## src/rtl/mem_bus_arbiter.sv

```systemverilog
// Two-port (fetch / load-store) arbiter onto a single Wishbone-style memory bus.
// One transfer in flight at a time. Ties alternate between the two requesters,
// with data winning the first tie after reset. A stalled slave is abandoned
// after TIMEOUT strobe cycles and the transfer is reported back with bus_err.
module mem_bus_arbiter #(
  parameter int TIMEOUT = 255
) (
  input  logic        clk,
  input  logic        rst,
  input  logic        i_req,
  input  logic [31:0] i_address,
  output logic [31:0] instruction,
  output logic        i_ack,
  input  logic        d_req,
  input  logic        d_we,
  input  logic [3:0]  d_sel,
  input  logic [31:0] d_address,
  input  logic [31:0] mem_store,
  output logic [31:0] memload,
  output logic        d_ack,
  output logic        bus_err,
  output logic        bus_cyc,
  output logic        bus_stb,
  output logic        bus_we,
  output logic [3:0]  bus_sel,
  output logic [31:0] bus_adr,
  output logic [31:0] bus_dat_o,
  input  logic [31:0] bus_dat_i,
  input  logic        bus_ack
);

  // A zero TIMEOUT still gets a 1-bit counter; it is simply never compared.
  localparam int CW = (TIMEOUT > 0) ? $clog2(TIMEOUT + 1) : 1;
  // The abort fires on the edge that ends the TIMEOUT-th unacknowledged strobe cycle.
  localparam logic [CW-1:0] TO_LAST = (TIMEOUT > 0) ? CW'(TIMEOUT - 1) : CW'(0);
  localparam logic [CW-1:0] CNT_MAX = {CW{1'b1}};

  typedef enum logic [1:0] {IDLE, IBUS, DBUS, RESP} state_t;
  typedef enum logic {GRANT_INSTR, GRANT_DATA} grant_t;

  state_t        state_reg, state_next;
  grant_t        last_grant_reg, last_grant_next;
  logic          stb_reg, stb_next;
  logic          we_reg, we_next;
  logic [3:0]    sel_reg, sel_next;
  logic [31:0]   adr_reg, adr_next;
  logic [31:0]   dat_o_reg, dat_o_next;
  logic [31:0]   instr_reg, instr_next;
  logic [31:0]   memload_reg, memload_next;
  logic          err_reg, err_next;
  logic          i_ack_reg, i_ack_next;
  logic          d_ack_reg, d_ack_next;
  logic [CW-1:0] count_reg, count_next;
  logic          timeout_hit;
  logic          grant_data;

  assign timeout_hit = (TIMEOUT > 0) && (count_reg == TO_LAST);
  // Data wins when it is alone or when fetch was the last side served.
  assign grant_data  = d_req && (!i_req || (last_grant_reg == GRANT_INSTR));

  // Next-state and next-output logic for the arbitration FSM.
  always_comb begin
    state_next      = state_reg;
    last_grant_next = last_grant_reg;
    stb_next        = stb_reg;
    we_next         = we_reg;
    sel_next        = sel_reg;
    adr_next        = adr_reg;
    dat_o_next      = dat_o_reg;
    instr_next      = instr_reg;
    memload_next    = memload_reg;
    err_next        = err_reg;
    i_ack_next      = 1'b0;
    d_ack_next      = 1'b0;
    count_next      = count_reg;

    unique case (state_reg)
      IDLE: begin
        if (grant_data) begin
          adr_next        = d_address;
          we_next         = d_we;
          sel_next        = d_sel;
          dat_o_next      = d_we ? mem_store : 32'h0;
          stb_next        = 1'b1;
          count_next      = '0;
          last_grant_next = GRANT_DATA;
          state_next      = DBUS;
        end else if (i_req) begin
          adr_next        = i_address;
          we_next         = 1'b0;
          sel_next        = 4'hF;
          dat_o_next      = 32'h0;
          stb_next        = 1'b1;
          count_next      = '0;
          last_grant_next = GRANT_INSTR;
          state_next      = IBUS;
        end
      end
      IBUS, DBUS: begin
        if (bus_ack) begin
          stb_next   = 1'b0;
          err_next   = 1'b0;
          state_next = RESP;
          if (state_reg == IBUS) begin
            instr_next = bus_dat_i;
            i_ack_next = 1'b1;
          end else begin
            memload_next = we_reg ? 32'h0 : bus_dat_i;
            d_ack_next   = 1'b1;
          end
        end else if (timeout_hit) begin
          stb_next   = 1'b0;
          err_next   = 1'b1;
          state_next = RESP;
          if (state_reg == IBUS) begin
            instr_next = 32'h0;
            i_ack_next = 1'b1;
          end else begin
            memload_next = 32'h0;
            d_ack_next   = 1'b1;
          end
        end else if (count_reg != CNT_MAX) begin
          count_next = count_reg + CW'(1);
        end
      end
      RESP: begin
        state_next = IDLE;
      end
      default: begin
        state_next = IDLE;
      end
    endcase
  end

  // State and output registers; reset aborts any transfer immediately.
  always_ff @(posedge clk or posedge rst) begin
    if (rst) begin
      state_reg      <= IDLE;
      last_grant_reg <= GRANT_INSTR;
      stb_reg        <= 1'b0;
      we_reg         <= 1'b0;
      sel_reg        <= 4'h0;
      adr_reg        <= 32'h0;
      dat_o_reg      <= 32'h0;
      instr_reg      <= 32'h0;
      memload_reg    <= 32'h0;
      err_reg        <= 1'b0;
      i_ack_reg      <= 1'b0;
      d_ack_reg      <= 1'b0;
      count_reg      <= '0;
    end else begin
      state_reg      <= state_next;
      last_grant_reg <= last_grant_next;
      stb_reg        <= stb_next;
      we_reg         <= we_next;
      sel_reg        <= sel_next;
      adr_reg        <= adr_next;
      dat_o_reg      <= dat_o_next;
      instr_reg      <= instr_next;
      memload_reg    <= memload_next;
      err_reg        <= err_next;
      i_ack_reg      <= i_ack_next;
      d_ack_reg      <= d_ack_next;
      count_reg      <= count_next;
    end
  end

  assign bus_cyc     = stb_reg;
  assign bus_stb     = stb_reg;
  assign bus_we      = we_reg;
  assign bus_sel     = sel_reg;
  assign bus_adr     = adr_reg;
  assign bus_dat_o   = dat_o_reg;
  assign instruction = instr_reg;
  assign memload     = memload_reg;
  assign bus_err     = err_reg;
  assign i_ack       = i_ack_reg;
  assign d_ack       = d_ack_reg;

endmodule

```

## config.mk

```make
export PLATFORM = sky130hd
export DESIGN_NAME = mem_bus_arbiter
export DESIGN_NICKNAME = d
export VERILOG_FILES = /design/src/rtl/mem_bus_arbiter.sv
export SDC_FILE = /design/constraint.sdc
export NUM_CORES = 1
export LEC_CHECK = 0
export BUFFER_PORTS_ARGS = -buffer_cell sky130_fd_sc_hd__buf_2
export CAP_MARGIN = 20
export CORE_UTILIZATION = 44
export CTS_CLUSTER_SIZE = 28
export DETAILED_ROUTE_END_ITERATION = 7
export PLACE_DENSITY = 0.76
export SYNTH_ARGS = -nofsm -noshare
export SYNTH_HDL_FRONTEND = slang
export SYNTH_SLANG_ARGS = --single-unit
```

## constraint.sdc

```tcl
create_clock -name clk -period 4.6 [get_ports clk]
set_clock_uncertainty 0.2 [all_clocks]
set_input_delay 0 -clock clk [delete_from_list [all_inputs] [get_ports clk]]
set_output_delay 0 -clock clk [all_outputs]
set_load 0.05 [all_outputs]
```

==> metrics.txt <==
Seq pwr share 28.9%; Synth Area in Adders 1.07%; buffers added on ports 275; multi-input combinational cell area 1980 sq um; reg-to-reg endpoint bus_dat_o[21]; r2r setup slk 1.75 ns; worst-margin pin slew 1.06 ns; number of flops mapped to enable cells by yosys 0; met2 Track Usage GR 51.9%; Post-Synth XOR/XNOR Area 0%; met3 Use GR 9.93%; combinational share of power 53.7%; CTS Buffer Depth 2; vias in the first global route 6065; final slew viol count 0; unique cell type count in the Yosys netlist 36; min Tclk post-route 2.85 ns; Initial DRC Count 449; Syn Std Cell Area 5870 sq um; Setup crit start kind register; R2R depth 6; grt total ovfl 0; Tot GR Track Use 30.7%; # fillers 783; Inserted Clock Buffers 17; first-pass GRT wire length 32700 microns; dominant synthesized flop cell dfrtp_1; Critical Path RT 4.74 ns; Synth Net Count 601; met1 GRT Util 34.7%; Post-synth top cells dfrtp_1, a22o_1, nand2_1, o21ai_0, mux2i_1; switch share 50.3%; Worst VDD drop 684 uV; routability cong. 0.879; Pint 3.92 mW; RSZ-0062 raised after global routing no; outcome finished, final reports clean; Setup CP Type register to register; DP HPWL 11200 microns; Worst path top cell family by delay simple AND/OR/NAND/NOR gates; worst r2r src state_reg[1]; CTS Root Cell clkbuf_16; largest family of logic cells by synthesized area compound AO/OA/AOI/OAI gates; Gate Count Post-Synth 458; Final Hold Fails 0; post-layout util 74.2%; Switch Pwr 3.96 mW; Crit. End Element register; Worst-Skew Late Latency 0.42 ns; Yosys top cell area share 63.1%; TritonCTS clock tree done; highest net fanout along the worst path 14; Total Nets Final 1021; largest area contributor in the netlist dfrtp_1; Crit-path slowest cell dlygate4sd3_1; Mapped Avg Cell Area 12.8 sq um; number of antenna violations at the first check in global routing 3; Max-Cap Viols 0; Routed Antenna Nets 0; main area contributors after synthesis dfrtp_1, a22o_1, mux2i_1; CTS H-Tree Depth 4; FF/Latch Area 3700 sq um; routed len/inst 19.4 microns; compound-cell area share of the yosys netlist 21.2%; io pins 276; CTS sink cnt 148; Die Y 118 microns; period utilization 62.0%; Max transition margin 29.6%; placed cell count 876; Simple-Gate Fraction of Synth Area 4.88%; CTS clk-pin slew, worst paths 0.06 ns; max frequency 0.350 GHz; core area 12800 sq um; Finished Layout Cells 1065; row count 41; Starting Density 45.8%; most common cell in the netlist dfrtp_1; drt via density 5.42; 1st-pass router iterations 4; multiplexer area fraction after synthesis 6.16%; Yosys warnings 0; worst hold path class primary input to async pin; sequential share of the synthesized area 63.1%; Crit path buffers/inverters 2; PD cells 829 nW/um^2; via count 5772; post-synthesis async set-or-reset flop share 100%; crit-path cells inv_1 -> ha_1 -> nand3_1 -> nor2_2 -> a22o_1 -> dlygate4sd3_1; DIE AREA 13800 sq um; share of layout cells above drive strength 1 36.2%; Area growth syn-to-layout 62.1%; P_leak 4.96 nW; endpoints failing setup 0; Die Wd 118 microns; WL final 20700 microns; CP peak stage delay 0.60 ns; Seq cells post-synth 148; CP arrival 2.99 ns; clock power share 17.4%; # DRC 0; largest net degree at the start of global routing 100; gr busiest metal met2; setup TNS 0 ns; postcts setup bufs 0
[metrics by stage]
step                      total power, mW  instance area (sq um)  hold slack (ns)  worst slack [ns]
after floorplan                      5.19                   5870           -0.110             0.420
after global placement               6.02                   7360           0.0137              2.08
after detailed placement             6.11                   7360           0.0229              1.99
after CTS                            7.72                   9480           0.0803              1.95
after global routing                 8.20                   9520            0.110              1.58
final                                7.89                   9520           0.0978              1.75
[area by class of cell]
| cell class | instances | area share (%) |
|---|---|---|
| flip-flops and latches | 148 | 38.9 |
| repair buffers | 436 | 31.4 |
| multi-input cells | 266 | 20.8 |
| clock buffers | 20 | 4.80 |
| well taps | 172 | 2.26 |
| clock inverters | 11 | 1.33 |
| inverters | 9 | 0.408 |
| diodes | 3 | 0.0789 |
[power by group through the flow]
stage               Clock (mW)  Combinational (mW)  Sequential (mW)
global route              1.45                4.42             2.33
CTS                       1.38                4.12             2.22
floorplan                    0                1.10             4.09
global placement             0                3.81             2.21
detailed placement           0                3.89             2.22
finish                    1.37                4.23             2.28
[kinds of logic after synthesis]
kind of cell	after synthesis
compound gates	163
flops	148
simple gates	62
buf+inv	44
mux	36
fa+ha+maj	5
[tightest hold or removal path, cell delays in order]
cell,delay (ns)
dlygate4sd3_1,0.54
buf_2,0.15
inv_6,0.56
[metal layers]
metal,share of wire (%),wire (microns)
met3,8.8,1810
met4,4.3,885
met5,0,0
met1,37,7710
met2,50,10200
[repair_timing]
| item | CTS | global route |
|---|---|---|
| endpoints found under the hold margin | 237 | 0 |
| resized for setup | 0 | 0 |
| hold buffers | 154 | 0 |
[layout by cell type, fill, tap and decap left out, types with 2 or more instances in the layout]
| cell type | instances |
|---|---|
| buf_2 | 275 |
| dlygate4sd3_1 | 154 |
| dfrtp_1 | 148 |
| a22o_1 | 96 |
| nand2_1 | 40 |
| o21ai_0 | 38 |
| mux2i_1 | 35 |
| clkbuf_16 | 17 |
| inv_1 | 8 |
| a31oi_1 | 8 |
| a21oi_1 | 6 |
| buf_4 | 6 |
| ha_1 | 5 |
| nand3_1 | 4 |
| o22a_1 | 4 |
| nor2_1 | 4 |
| clkinvlp_4 | 4 |
| diode_2 | 3 |
| and4_1 | 3 |
| inv_6 | 3 |
| nand2b_1 | 2 |
| a41oi_1 | 2 |
| clkbuf_8 | 2 |
| bufinv_16 | 2 |
| clkinv_2 | 2 |
[worst max path at each step]
stage                      start         endpoint  slack [ns]  cells past startpoint
floorplan                    rst       bus_adr[0]        0.42                      1
finish              state_reg[1]    bus_dat_o[21]        1.75                      6
detailed placement  state_reg[0]  instruction[20]        1.99                      4
CTS                 state_reg[0]   instruction[6]        1.95                      4
global placement    state_reg[0]  instruction[14]        2.08                      4
global route        state_reg[1]    bus_dat_o[21]        1.58                      6
Power figures use the tool's default switching activity.
